--- src/rtl/key_pulse_conditioner_if.sv ---
// Keypad bundle: raw active-low buttons in, conditioned per-key events out.
interface key_pulse_conditioner_if #(
   parameter int unsigned N = 3
) ();
   logic [N-1:0] key;
   logic [N-1:0] key_state;
   logic [N-1:0] key_pulse;
   logic [N-1:0] key_release;
   logic [N-1:0] key_long;

   modport master (
      output key,
      input  key_state, key_pulse, key_release, key_long
   );

   modport slave (
      input  key,
      output key_state, key_pulse, key_release, key_long
   );
endinterface

--- src/rtl/key_pulse_conditioner.sv ---
// Per-key synchronise, debounce and press/release/long-press event generation.
// Optional auto-repeat of key_pulse after a long press: define KEY_AUTO_REPEAT_EN.
module key_pulse_conditioner #(
   parameter int unsigned N             = 3,
   parameter int unsigned DEB_CYCLES    = 240000,
   parameter int unsigned LONG_CYCLES   = 12000000,
   parameter int unsigned REPEAT_CYCLES = 2400000
) (
   input logic                    clk,
   input logic                    rst_n,
   key_pulse_conditioner_if.slave kp
);
   localparam int unsigned DW = $clog2(DEB_CYCLES + 1);
   localparam int unsigned HW = $clog2(LONG_CYCLES + 1);

   if (DEB_CYCLES < 2 || LONG_CYCLES <= DEB_CYCLES || REPEAT_CYCLES < 1) begin : g_param_chk
      $error("key_pulse_conditioner: illegal cycle parameters");
   end

   logic [N-1:0] sync1_q, sync2_q, s_q;
   logic [N-1:0] lvl_q, lvl_d;
   logic [N-1:0] state_q;
   logic [N-1:0] pulse_q, pulse_d;
   logic [N-1:0] rel_q, rel_d;
   logic [N-1:0] long_q, long_d;
   logic [N-1:0] ldone_q, ldone_d;
   logic [N-1:0] rep;
   logic [DW-1:0] dc_q [N];
   logic [DW-1:0] dc_d [N];
   logic [HW-1:0] hc_q [N];
   logic [HW-1:0] hc_d [N];

   always_comb begin
      lvl_d   = lvl_q;
      ldone_d = ldone_q;
      long_d  = '0;
      for (int i = 0; i < N; i++) begin
         dc_d[i] = dc_q[i];
         hc_d[i] = hc_q[i];
         if (s_q[i] == lvl_q[i]) begin
            dc_d[i] = '0;
         end else if (dc_q[i] == DW'(DEB_CYCLES - 1)) begin
            dc_d[i]  = '0;
            lvl_d[i] = ~lvl_q[i];
         end else begin
            dc_d[i] = dc_q[i] + DW'(1);
         end
         // Hold counter saturates once key_long has fired for this press.
         if (!state_q[i]) begin
            hc_d[i]    = '0;
            ldone_d[i] = 1'b0;
         end else if (!ldone_q[i]) begin
            if (hc_q[i] == HW'(LONG_CYCLES - 1)) begin
               long_d[i]  = 1'b1;
               ldone_d[i] = 1'b1;
            end else begin
               hc_d[i] = hc_q[i] + HW'(1);
            end
         end
      end
      pulse_d = (lvl_q & ~state_q) | rep;
      rel_d   = ~lvl_q & state_q;
   end

`ifdef KEY_AUTO_REPEAT_EN
   localparam int unsigned RW = $clog2(REPEAT_CYCLES + 1);
   logic [RW-1:0] rc_q [N];
   logic [RW-1:0] rc_d [N];

   // Gated on the pre-output level so no repeat can land in the release cycle.
   always_comb begin
      rep = '0;
      for (int i = 0; i < N; i++) begin
         rc_d[i] = rc_q[i];
         if (!(lvl_q[i] && ldone_q[i])) begin
            rc_d[i] = '0;
         end else if (rc_q[i] == RW'(REPEAT_CYCLES - 1)) begin
            rc_d[i] = '0;
            rep[i]  = 1'b1;
         end else begin
            rc_d[i] = rc_q[i] + RW'(1);
         end
      end
   end

   always_ff @(posedge clk) begin
      for (int i = 0; i < N; i++) begin
         if (!rst_n) rc_q[i] <= '0;
         else        rc_q[i] <= rc_d[i];
      end
   end
`else
   assign rep = '0;
`endif

   // s_q registers the inverted synchroniser output (1 = pressed).
   always_ff @(posedge clk) begin
      if (!rst_n) begin
         sync1_q <= '1;
         sync2_q <= '1;
         s_q     <= '0;
         lvl_q   <= '0;
         state_q <= '0;
         pulse_q <= '0;
         rel_q   <= '0;
         long_q  <= '0;
         ldone_q <= '0;
         for (int i = 0; i < N; i++) begin
            dc_q[i] <= '0;
            hc_q[i] <= '0;
         end
      end else begin
         sync1_q <= kp.key;
         sync2_q <= sync1_q;
         s_q     <= ~sync2_q;
         lvl_q   <= lvl_d;
         state_q <= lvl_q;
         pulse_q <= pulse_d;
         rel_q   <= rel_d;
         long_q  <= long_d;
         ldone_q <= ldone_d;
         for (int i = 0; i < N; i++) begin
            dc_q[i] <= dc_d[i];
            hc_q[i] <= hc_d[i];
         end
      end
   end

   assign kp.key_state   = state_q;
   assign kp.key_pulse   = pulse_q;
   assign kp.key_release = rel_q;
   assign kp.key_long    = long_q;
endmodule
--- src/flat_wrapper.sv ---
// flat-port wrapper written by rule: the top's interface ports become plain ports
module key_pulse_conditioner_flat 
#(
   parameter int unsigned N             = 3,
   parameter int unsigned DEB_CYCLES    = 240000,
   parameter int unsigned LONG_CYCLES   = 12000000,
   parameter int unsigned REPEAT_CYCLES = 2400000
)
  (clk, rst_n, kp_key, kp_key_state, kp_key_pulse, kp_key_release, kp_key_long);
  key_pulse_conditioner_if #(.N(N)) kp_i ();
  input logic clk;
  input logic rst_n;
  input wire logic [$bits(kp_i.key)-1:0] kp_key;
  output wire logic [$bits(kp_i.key_state)-1:0] kp_key_state;
  output wire logic [$bits(kp_i.key_pulse)-1:0] kp_key_pulse;
  output wire logic [$bits(kp_i.key_release)-1:0] kp_key_release;
  output wire logic [$bits(kp_i.key_long)-1:0] kp_key_long;
  assign kp_i.key = kp_key;
  assign kp_key_state = kp_i.key_state;
  assign kp_key_pulse = kp_i.key_pulse;
  assign kp_key_release = kp_i.key_release;
  assign kp_key_long = kp_i.key_long;
  key_pulse_conditioner #(.N(N), .DEB_CYCLES(DEB_CYCLES), .LONG_CYCLES(LONG_CYCLES), .REPEAT_CYCLES(REPEAT_CYCLES)) u_core (.clk(clk), .rst_n(rst_n), .kp(kp_i));
endmodule
--- config.mk ---
export PLATFORM = sky130hd
export DESIGN_NAME = key_pulse_conditioner_flat
export DESIGN_NICKNAME = d
export VERILOG_FILES = /design/src/rtl/key_pulse_conditioner_if.sv /design/src/rtl/key_pulse_conditioner.sv /design/src/flat_wrapper.sv
export SDC_FILE = /design/constraint.sdc
export NUM_CORES = 1
export LEC_CHECK = 0
export CORE_ASPECT_RATIO = 0.7
export CORE_MARGIN = 3
export CORE_UTILIZATION = 55
export CTS_CLUSTER_SIZE = 30
export DETAILED_ROUTE_END_ITERATION = 10
export GPL_ROUTABILITY_DRIVEN = 0
export PLACE_DENSITY = 0.83
export SETUP_SLACK_MARGIN = 0.15
export SLEW_MARGIN = 20
export SYNTH_ARGS = -nofsm -noshare
export SYNTH_HDL_FRONTEND = slang
export SYNTH_SLANG_ARGS = --single-unit
--- constraint.sdc ---
create_clock -name clk -period 2.2 [get_ports clk]
set_input_delay 0.44 -clock clk [delete_from_list [all_inputs] [get_ports clk]]
set_output_delay 0.44 -clock clk [all_outputs]
set_load 0.05 [all_outputs]
==> impl_metrics.tcl, run 1 <==
set metrics [dict create \
    required_ps 2500 \
    routed_wl_um 14770 \
    synth.top_cell.area_share_pct 46.67 \
    synth_top_family_by_area "simple AND/OR/NAND/NOR gates" \
    clk_pin_slew_ps 60 \
    numCtsBuffers 17 \
    synth_sequential_area_ratio_pct 46.67 \
    drc 0 \
    fin_hold_ws_ps 385.2 \
    synth-edff-count 0 \
    synthArstFlopShare_pct 0 \
    max_freq_mhz 463.4 \
    period_needed_ps 2158 \
    critical_path.most_common_cell "or4b_4" \
    drv_slew 0 \
    route.vias.total 5527 \
    powerDensity_nw_per_um2 795.1 \
    synthToLayoutAreaGrowth_pct 18.09 \
    synth-compound-area-share_pct 8.027 \
    tightestPinTransition_ps 682.9 \
    r2r_start "u_core.hc_q[0][14]" \
    outcome "finished, final reports clean" \
    vias_per_cell 5.830 \
    r2r_cells 6 \
    hold_depth 1 \
    drive_above_1_share_pct 9.937 \
    clkSinkCount 153 \
    grt_max_degree 24 \
    rsz0062_at_grt "yes" \
    crit_buf_inv 1 \
    insertion_delay_ps 420 \
    syn_avg_cell_area_sq_um 8.773 \
    grt_use_met3_pct 6.263 \
    fin_skew_ps 12.99 \
    drv_cap 0 \
    dr.pass1.iters 5 \
    yosys.area_share.simple_pct 29.38 \
    worstPathMaxFanout 6 \
    grt_first_pass_wirelength_um 24230 \
    synthAdderAreaFrac_pct 1.144 \
    dieHeight_um 97.39 \
    root_buffer "clkbuf_16" \
    crit_arrival_ps 2460 \
    fin_nets 793 \
    drt_iter0_drc 434 \
    grt.busiest_layer "met2" \
    nFillCells 809 \
    r2r-end "u_core.hc_q[0][11]" \
    finalCritPeriodShare_pct 98.09 \
    multi_input_area_sq_um 3426 \
    io_pins 17 \
    antenna_found_initial 0 \
    die-area_sq_um 13300 \
    n_antenna_cell 0 \
    path_cells "or4b_4 > or4b_4 > o31ai_4 > buf_4 > or4_1 > a21oi_2" \
    p_leak_uw 0.002671 \
    hold_path_class "flop to flop" \
    io_buffers 16 \
    hold_end "u_core.s_q[1]" \
    finalSetupViolCount 0 \
    place_hpwl_um 9414 \
    irDropWorstVdd_v 0.0006007 \
    use_met1_pct 28.12 \
    slowest_stage "or4b_4" \
    r2r_slack_ps 40 \
    hold_viol 0 \
    overflow 0 \
    start_util_pct 57.92 \
    cp_top_family "simple AND/OR/NAND/NOR gates" \
    antenna_left 0 \
    synth_area_leaders "dfxtp_1, nor2_1, xor2_1" \
    core_area_sq_um 11330 \
    syn_inst 748 \
    critical_path_class "flop to flop" \
    drt-wirelength-per-cell_um 15.58 \
    grt_usage_pct 21.99 \
    yosys.area.top_type "dfxtp_1" \
    regArea_sq_um 3064 \
    min_from "u_core.sync2_q[1]" \
    synthesis.nets 759 \
    slowest_delay_ps 540 \
    row_count 32 \
    max_slew_margin_pct 54.12 \
    critPathLaunchType "flop" \
    muxShareOfSynthArea_pct 0.6101 \
    endpoint_kind "flop" \
    die_width_um 136.6 \
    yosys_most_used_dff "dfxtp_1" \
    ys_warn_count 0 \
    syn_area_sq_um 6563 \
    grt_pass1_vias 5280 \
    ys_ff_latch 153 \
    htree_levels 4 \
    clockBufferDepth 2 \
    met2_usage_pct 35.47 \
    post-route-util_pct 68.40 \
    synthXorXnorAreaFrac_pct 12.01 \
    cts_hold_buf 0 \
    cts_tree "yes" \
    synthDistinctLibCells 50 \
]
[final cells by class]
type | count | share of cell area (%)
Timing Repair Buffer | 37 | 4.359
Clock inverter | 13 | 3.084
Multi-Input combinational cell | 560 | 44.20
Inverter | 13 | 0.6296
Clock buffer | 19 | 5.715
Tap cell | 153 | 2.470
Sequential cell | 153 | 39.54
[sequential cells by signal, summed over array words and instances (netlist names)]
signal	cells
u_core.dc_q	54
u_core.kp.key_pulse	3
u_core.kp.key_state	3
u_core.kp.key_release	3
u_core.ldone_q	3
u_core.hc_q	72
u_core.lvl_q	3
u_core.sync2_q	3
u_core.sync1_q	3
u_core.kp.key_long	3
u_core.s_q	3
[cell usage in the layout (no fill, tap or decap), types with 4 or more instances in the layout]
master | netlist | layout
mux2i_1 | 4 | 4
nand2b_1 | 12 | 12
dfxtp_1 | 153 | 152
xor2_1 | 51 | 51
o21ai_0 | 7 | 7
and2_1 | 8 | 8
clkdlybuf4s50_1 | 0 | 13
nor3_1 | 20 | 20
and4_1 | 7 | 7
o31ai_1 | 7 | 7
ha_1 | 6 | 6
or3_1 | 8 | 7
nand2_1 | 66 | 65
inv_1 | 13 | 13
nand4_1 | 32 | 32
and3_1 | 24 | 23
nor2_1 | 125 | 125
buf_4 | 0 | 17
xnor2_1 | 39 | 39
nand3_1 | 42 | 41
a21oi_1 | 18 | 15
a41o_1 | 5 | 5
bufinv_16 | 0 | 6
a211oi_1 | 6 | 5
or4_1 | 7 | 6
nor4_1 | 10 | 9
a31oi_1 | 5 | 5
clkbuf_16 | 0 | 17
a21oi_2 | 7 | 9
nor2b_1 | 8 | 8
[per-layer routing]
layer  vias to the layer above  share of wire (%)
met5                         -                  0
met4                         0                1.7
met3                        33                5.4
met2                       168                 48
met1                      2646                 45
li1                       2680                  -
[report_power, final]
group | switching, uW | internal (uW) | total (uW)
registers | 3.17 | 2780 | 2780
clock network | 1180 | 2170 | 3350
logic | 15.3 | 16.3 | 31.6
[per-stage QoR]
| step | TNS (ps) | total power (uW) | cells | area [sq um] | setup WS, ps |
|---|---|---|---|---|---|
| CTS | 0 | 6198 | 946 | 7687 | 100.9 |
| global route | -79.74 | 6320 | 948 | 7750 | -28.87 |
| finish | 0 | 6162 | 948 | 7750 | 42.10 |
| floorplan | 0 | 2856 | 748 | 6563 | 87.78 |
| global placement | 0 | 2873 | 914 | 6977 | 76.57 |
| detailed placement | -81.97 | 2874 | 914 | 6977 | -37.01 |
[cell usage after synthesis (3+ instances only)]
library cell  count
dfxtp_1         153
nor2_1          125
nand2_1          66
xor2_1           51
nand3_1          42
xnor2_1          39
nand4_1          32
and3_1           24
nor3_1           20
a21oi_1          18
clkbuf_1         18
inv_1            13
nand2b_1         12
nor4_1           10
and2_1            8
nor2b_1           8
or3_1             8
a21oi_2           7
and4_1            7
o21ai_0           7
o31ai_1           7
or4_1             7
a211oi_1          6
ha_1              6
a31oi_1           5
a41o_1            5
mux2i_1           4
a31o_2            3
nor3b_1           3
o211ai_1          3
o21ai_1           3
or4b_1            3
[repair_timing]
item | in CTS | in global routing
pin swaps | 6 | 6
gates resized for setup | 12 | 12
cloned | 0 | 1
setup buffers | 0 | 1
setup endpoints to repair | 27 | 28
[logic make-up (layout without fill, tap and decap cells)]
kind of cell,Yosys count,count (layout)
buffers and inverters,35,82
and+or+nand+nor,386,386
xor gates and xnor gates,90,90
AOI/OAI and AO/OA,74,74
muxes,4,4
adders and majority gates,6,6
DFF,153,153
[worst max-delay path by stage]
stage	from	end	slack, ps	depth (start not counted)
4_1_cts	u_core.hc_q[0][14]	u_core.hc_q[0][19]	100	6
2_1_floorplan	u_core.hc_q[0][14]	u_core.hc_q[0][19]	90	7
3_5_place_dp	u_core.hc_q[0][48]	u_core.hc_q[0][52]	-40	6
6_report	u_core.hc_q[0][14]	u_core.hc_q[0][11]	40	6
3_3_place_gp	u_core.hc_q[0][48]	u_core.hc_q[0][50]	80	6
5_1_grt	u_core.hc_q[0][1]	u_core.hc_q[0][20]	-30	6
No activity file was read; power rests on OpenSTA's default activity.
==> inputs of run 2 (changes only) <==
--- a/config.mk
+++ b/config.mk
@@ -5,12 +5,14 @@
 export SDC_FILE = /design/constraint.sdc
 export NUM_CORES = 1
 export LEC_CHECK = 0
+export CAP_MARGIN = 20
 export CORE_ASPECT_RATIO = 0.7
 export CORE_MARGIN = 3
 export CORE_UTILIZATION = 55
 export CTS_CLUSTER_SIZE = 30
 export DETAILED_ROUTE_END_ITERATION = 10
 export GPL_ROUTABILITY_DRIVEN = 0
+export GPL_TIMING_DRIVEN = 1
 export PLACE_DENSITY = 0.83
 export SETUP_SLACK_MARGIN = 0.15
 export SLEW_MARGIN = 20
==> constraint.sdc (replaced) <==
create_clock -name clk -period 2.2 [get_ports clk]
set_input_delay 0.44 -clock clk [delete_from_list [all_inputs] [get_ports clk]]
set_output_delay 0.44 -clock clk [all_outputs]
set_load 0.02 [all_outputs]
==> run 2 against run 1 <==
Power hardly changed. Clock-buffer cell count stayed put. Critical endpoint is now u_core.hc_q[0][1]. Clock power hardly changed. Die area stayed put. Largest power group unchanged. Critical path depth stayed put.
==> impl_metrics.tcl, run 2 (synthesis results as in run 1) <==
set metrics [dict create \
    fin_skew_ps 10.61 \
    drive_above_1_share_pct 9.446 \
    r2r_start "u_core.hc_q[0][14]" \
    critical_path_class "flop to flop" \
    multi_input_area_sq_um 3411 \
    critical_path.most_common_cell "or4b_4" \
    drt_iter0_drc 450 \
    grt_first_pass_wirelength_um 24290 \
    max_slew_margin_pct 55.31 \
    regArea_sq_um 3064 \
    hold_viol 0 \
    clkSinkCount 153 \
    outcome "finished, final reports clean" \
    grt_max_degree 24 \
    drv_cap 0 \
    clockBufferDepth 2 \
    finalSetupViolCount 0 \
    final_cell_mix "dfxtp_1, nor2_1, nand2_1" \
    io_buffers 16 \
    r2r_cells 6 \
    period_needed_ps 2121 \
    synthToLayoutAreaGrowth_pct 17.75 \
    clk_pin_slew_ps 60 \
    critPathLaunchType "flop" \
    numCtsBuffers 17 \
    antenna_found_initial 0 \
    r2r-end "u_core.hc_q[0][1]" \
    finalCritPeriodShare_pct 96.39 \
    crit_arrival_ps 2450 \
    regMostFlops "u_core.hc_q" \
    tightestPinTransition_ps 665.2 \
    grt_pass1_vias 5294 \
    core_area_sq_um 11330 \
    start_util_pct 57.92 \
    dieHeight_um 97.39 \
    drc 0 \
    irDropWorstVdd_v 0.0005991 \
    p_leak_uw 0.002631 \
    fin_nets 792 \
    htree_levels 4 \
    slowest_stage "or4b_4" \
    path_cells "or4b_4 > or4b_4 > o31ai_4 > buf_4 > nand2_1 > a21oi_1" \
    required_ps 2530 \
    cts_tree "yes" \
    max_freq_mhz 471.6 \
    io_pins 17 \
    powerDensity_nw_per_um2 797.1 \
    hold_end "u_core.s_q[0]" \
    routed_wl_um 14530 \
    insertion_delay_ps 410 \
    reg_top3 "u_core.hc_q: 72 flops, u_core.dc_q: 54 flops" \
    endpoint_kind "flop" \
    antenna_left 0 \
    die-area_sq_um 13300 \
    worstPathMaxFanout 7 \
    die_width_um 136.6 \
    setup_slack_ps 79.44 \
    overflow 0 \
    final_area_sq_um 7727 \
    dpl_cell_area_sq_um 6977 \
    largest_register_ffs 72 \
    rsz0062_at_grt "yes" \
    dr.pass1.iters 5 \
    post-place-ws_ps -37.01 \
    cp_top_family "simple AND/OR/NAND/NOR gates" \
    root_buffer "clkbuf_16" \
    drt-wirelength-per-cell_um 15.34 \
    n_antenna_cell 0 \
    route.vias.total 5565 \
    crit_buf_inv 1 \
    min_from "u_core.sync2_q[0]" \
    drv_slew 0 \
    slowest_delay_ps 540 \
    grt_usage_pct 22.03 \
    r2r_slack_ps 80 \
    place_hpwl_um 9414 \
    hold_path_class "flop to flop" \
    nFillCells 817 \
    final_common_cell "dfxtp_1" \
    vias_per_cell 5.876 \
    hold_depth 1 \
    row_count 32 \
]
[run 2: timing repair]
action / in CTS / in global routing
setup endpoints to repair: 24 / 28
pin swaps: 5 / 9
hold buffers: 0 / 0
cloned: 0 / 0
gates resized for setup: 6 / 9
buffers inserted: 0 / 1
[run 2: power by group]
group / internal [uW] / switching [uW] / total, uW / leakage, uW
registers: 2780 / 3.14 / 2780 / 0.00123
logic: 16.3 / 15.4 / 31.6 / 0.00107
clock network: 2170 / 1170 / 3350 / 0.000325
[run 2: worst max-delay path by stage]
stage	cells after the start	startpoint	endpoint
after global routing	6	u_core.hc_q[0][14]	u_core.hc_q[0][8]
after CTS	6	u_core.hc_q[0][14]	u_core.hc_q[0][1]
after detailed placement	6	u_core.hc_q[0][48]	u_core.hc_q[0][52]
after global placement	6	u_core.hc_q[0][48]	u_core.hc_q[0][50]
final	6	u_core.hc_q[0][14]	u_core.hc_q[0][1]
after floorplan	7	u_core.hc_q[0][14]	u_core.hc_q[0][19]
[run 2: final cells by class]
type / count / area share, %
clock buffers: 19 / 5.732
clock inverters: 13 / 3.093
inverters: 13 / 0.6315
multi-input cells: 560 / 44.14
flip-flops and latches: 153 / 39.65
well taps: 153 / 2.477
repair buffers: 36 / 4.275
[run 2: per-layer routing]
metal  share of wire, %  track usage (%)  routed length, um
met4                1.8            7.746                255
met5                  0                0                  0
met2                 48            35.54               6941
met1                 44            28.42               6375
met3                6.6            5.849                954
[run 2: metrics by stage]
step	instances	setup TNS (ps)	util [%]	power, uW	hold WS, ps
3_5_place_dp	914	-81.97	61.57	2874	377.4
2_1_floorplan	748	0	-	2856	367.4
5_1_grt	947	0	68.20	6320	406.3
4_1_cts	946	0	67.78	6198	386.5
3_3_place_gp	914	0	61.57	2873	369.9
6_report	947	0	68.20	6160	385.2
==> inputs of run 3 (changes only) <==
--- a/config.mk
+++ b/config.mk
@@ -7,7 +7,7 @@
 export LEC_CHECK = 0
 export CAP_MARGIN = 20
 export CORE_ASPECT_RATIO = 0.7
-export CORE_MARGIN = 3
+export CORE_MARGIN = 4
 export CORE_UTILIZATION = 55
 export CTS_CLUSTER_SIZE = 30
 export DETAILED_ROUTE_END_ITERATION = 10
==> run 3 against run 2 <==
Worst hold slack worse by 3.1 ps. First-iteration DRC count is 28% lower. Flip-flop and latch count stayed put. Cell count is 0.53% higher. Sequential power hardly changed. Critical path depth stayed put. Worst setup slack worse by 45 ps. Largest power group unchanged. Highest routed layer unchanged.
==> impl_metrics.tcl, run 3 (synthesis results as in run 1) <==
set metrics [dict create \
    die_width_um 138.6 \
    finalCritPeriodShare_pct 98.44 \
    p_leak_uw 0.002626 \
    worstPathMaxFanout 5 \
    irDropWorstVdd_v 0.0007151 \
    path_cells "or4b_4 > or4b_4 > o31a_1 > buf_4 > nand2_2 > a21oi_2" \
    drc 0 \
    crit_buf_inv 1 \
    nFillCells 883 \
    clk_pin_slew_ps 60 \
    wl_met2_um 6626 \
    fin_skew_ps 7.388 \
    drt_iter0_drc 323 \
    clkSinkCount 153 \
    slowest_stage "or4b_4" \
    overflow 0 \
    hold_path_class "flop to flop" \
    required_ps 2500 \
    final_cell_mix "dfxtp_1, nor2_1, nand2_1" \
    drive_above_1_share_pct 10.94 \
    critPathLaunchType "flop" \
    drt-wirelength-per-cell_um 14.40 \
    endpoint_kind "flop" \
    grt_first_pass_wirelength_um 23180 \
    wl_met3_um 520 \
    critical_path.most_common_cell "or4b_4" \
    max_slew_margin_pct 58.03 \
    root_buffer "clkbuf_16" \
    row_count 33 \
    route.vias.total 5360 \
    die-area_sq_um 13770 \
    fin_tns_setup_ps 0 \
    htree_levels 4 \
    max_freq_mhz 461.8 \
    routed.top_layer "met4" \
    crit_arrival_ps 2470 \
    largest_register_ffs 72 \
    regMostFlops "u_core.hc_q" \
    synthToLayoutAreaGrowth_pct 17.35 \
    multi_input_area_sq_um 3453 \
    fin_nets 793 \
    place_hpwl_um 8900 \
    cts_hold_buf 0 \
    insertion_delay_ps 420 \
    cp_top_family "simple AND/OR/NAND/NOR gates" \
    grt_pass1_vias 5146 \
    io_buffers 16 \
    critical_path_class "flop to flop" \
    wl_met1_um 6263 \
    outcome "finished, final reports clean" \
    antenna_left 0 \
    rsz0062_at_grt "yes" \
    core_area_sq_um 11690 \
    slowest_delay_ps 530 \
    antenna_found_initial 0 \
    fin_hold_ws_ps 382.0 \
    io_pins 17 \
    numCtsBuffers 17 \
    start_util_pct 56.16 \
    regArea_sq_um 3064 \
    tightestPinTransition_ps 624.7 \
    dr.pass1.iters 5 \
    grt_usage_pct 20.04 \
    post-route-util_pct 65.91 \
    worstSetupStartpoint "u_core.hc_q[0][14]" \
    cts_tree "yes" \
    finalSetupViolCount 0 \
    clockBufferDepth 2 \
    r2r_start "u_core.hc_q[0][14]" \
    powerDensity_nw_per_um2 745.2 \
    routed_wl_um 13710 \
    grt_max_degree 24 \
    drv_cap 0 \
    dieHeight_um 99.39 \
    reg_top3 "u_core.hc_q: 72 flops, u_core.dc_q: 54 flops" \
    n_antenna_cell 0 \
    hold_viol 0 \
    drv_slew 0 \
    period_needed_ps 2166 \
    vias_per_cell 5.630 \
    min_from "u_core.sync2_q[1]" \
    final_common_cell "dfxtp_1" \
]
==> run 3: metrics by stage <==
step	std cells	power (uW)	worst slack (ps)	area (sq um)
global route	952	5900	-14.39	7701
detailed placement	919	2871	-18.96	6977
finish	952	5739	34.39	7701
global placement	919	2870	106.8	6977
CTS	952	5776	30.60	7641
floorplan	748	2856	87.80	6563
==> run 3: worst paths after layout <==
check,cells past startpoint,endpoint,slack (ps)
min reg2reg,1,u_core.s_q[1],380
max,6,u_core.hc_q[0][1],30
min,1,u_core.s_q[1],380
max reg2reg,6,u_core.hc_q[0][1],30
==> run 3: report_power, final <==
group	leakage, uW	switching, uW	internal (uW)
logic	0.00110	14.3	13.9
registers	0.00123	3.22	2780
clock network	0.000295	1110	1820
total	0.00263	1130	4610
==> run 3: area by class of cell <==
| class | instances | share of cell area [%] |
|---|---|---|
| Multi-Input combinational cell | 560 | 44.84 |
| Clock inverter | 10 | 1.495 |
| Inverter | 13 | 0.6336 |
| Clock buffer | 22 | 6.418 |
| Sequential cell | 153 | 39.79 |
| Timing Repair Buffer | 37 | 4.273 |
| Tap cell | 157 | 2.551 |
==> run 3: worst register-to-register path: stages, from the launching register on <==
cell and delay (ps):
dfxtp_2 340, or4b_4 530, or4b_4 530, o31a_1 380
buf_4 170, nand2_2 50, a21oi_2 40
==> run 3: routing by layer <==
metal	track usage (%)	vias up
li1	-	2670
met4	8.884	0
met5	0	-
met3	5.478	33
met2	33.21	107
met1	24.75	2550
==> run 3: what timing repair did <==
item                                    CTS  global route
hold endpoints to repair                  0             0
gates resized for setup                  12            14
endpoints found under the setup margin   23            26
pin swaps                                15             7
setup buffers                             1             0
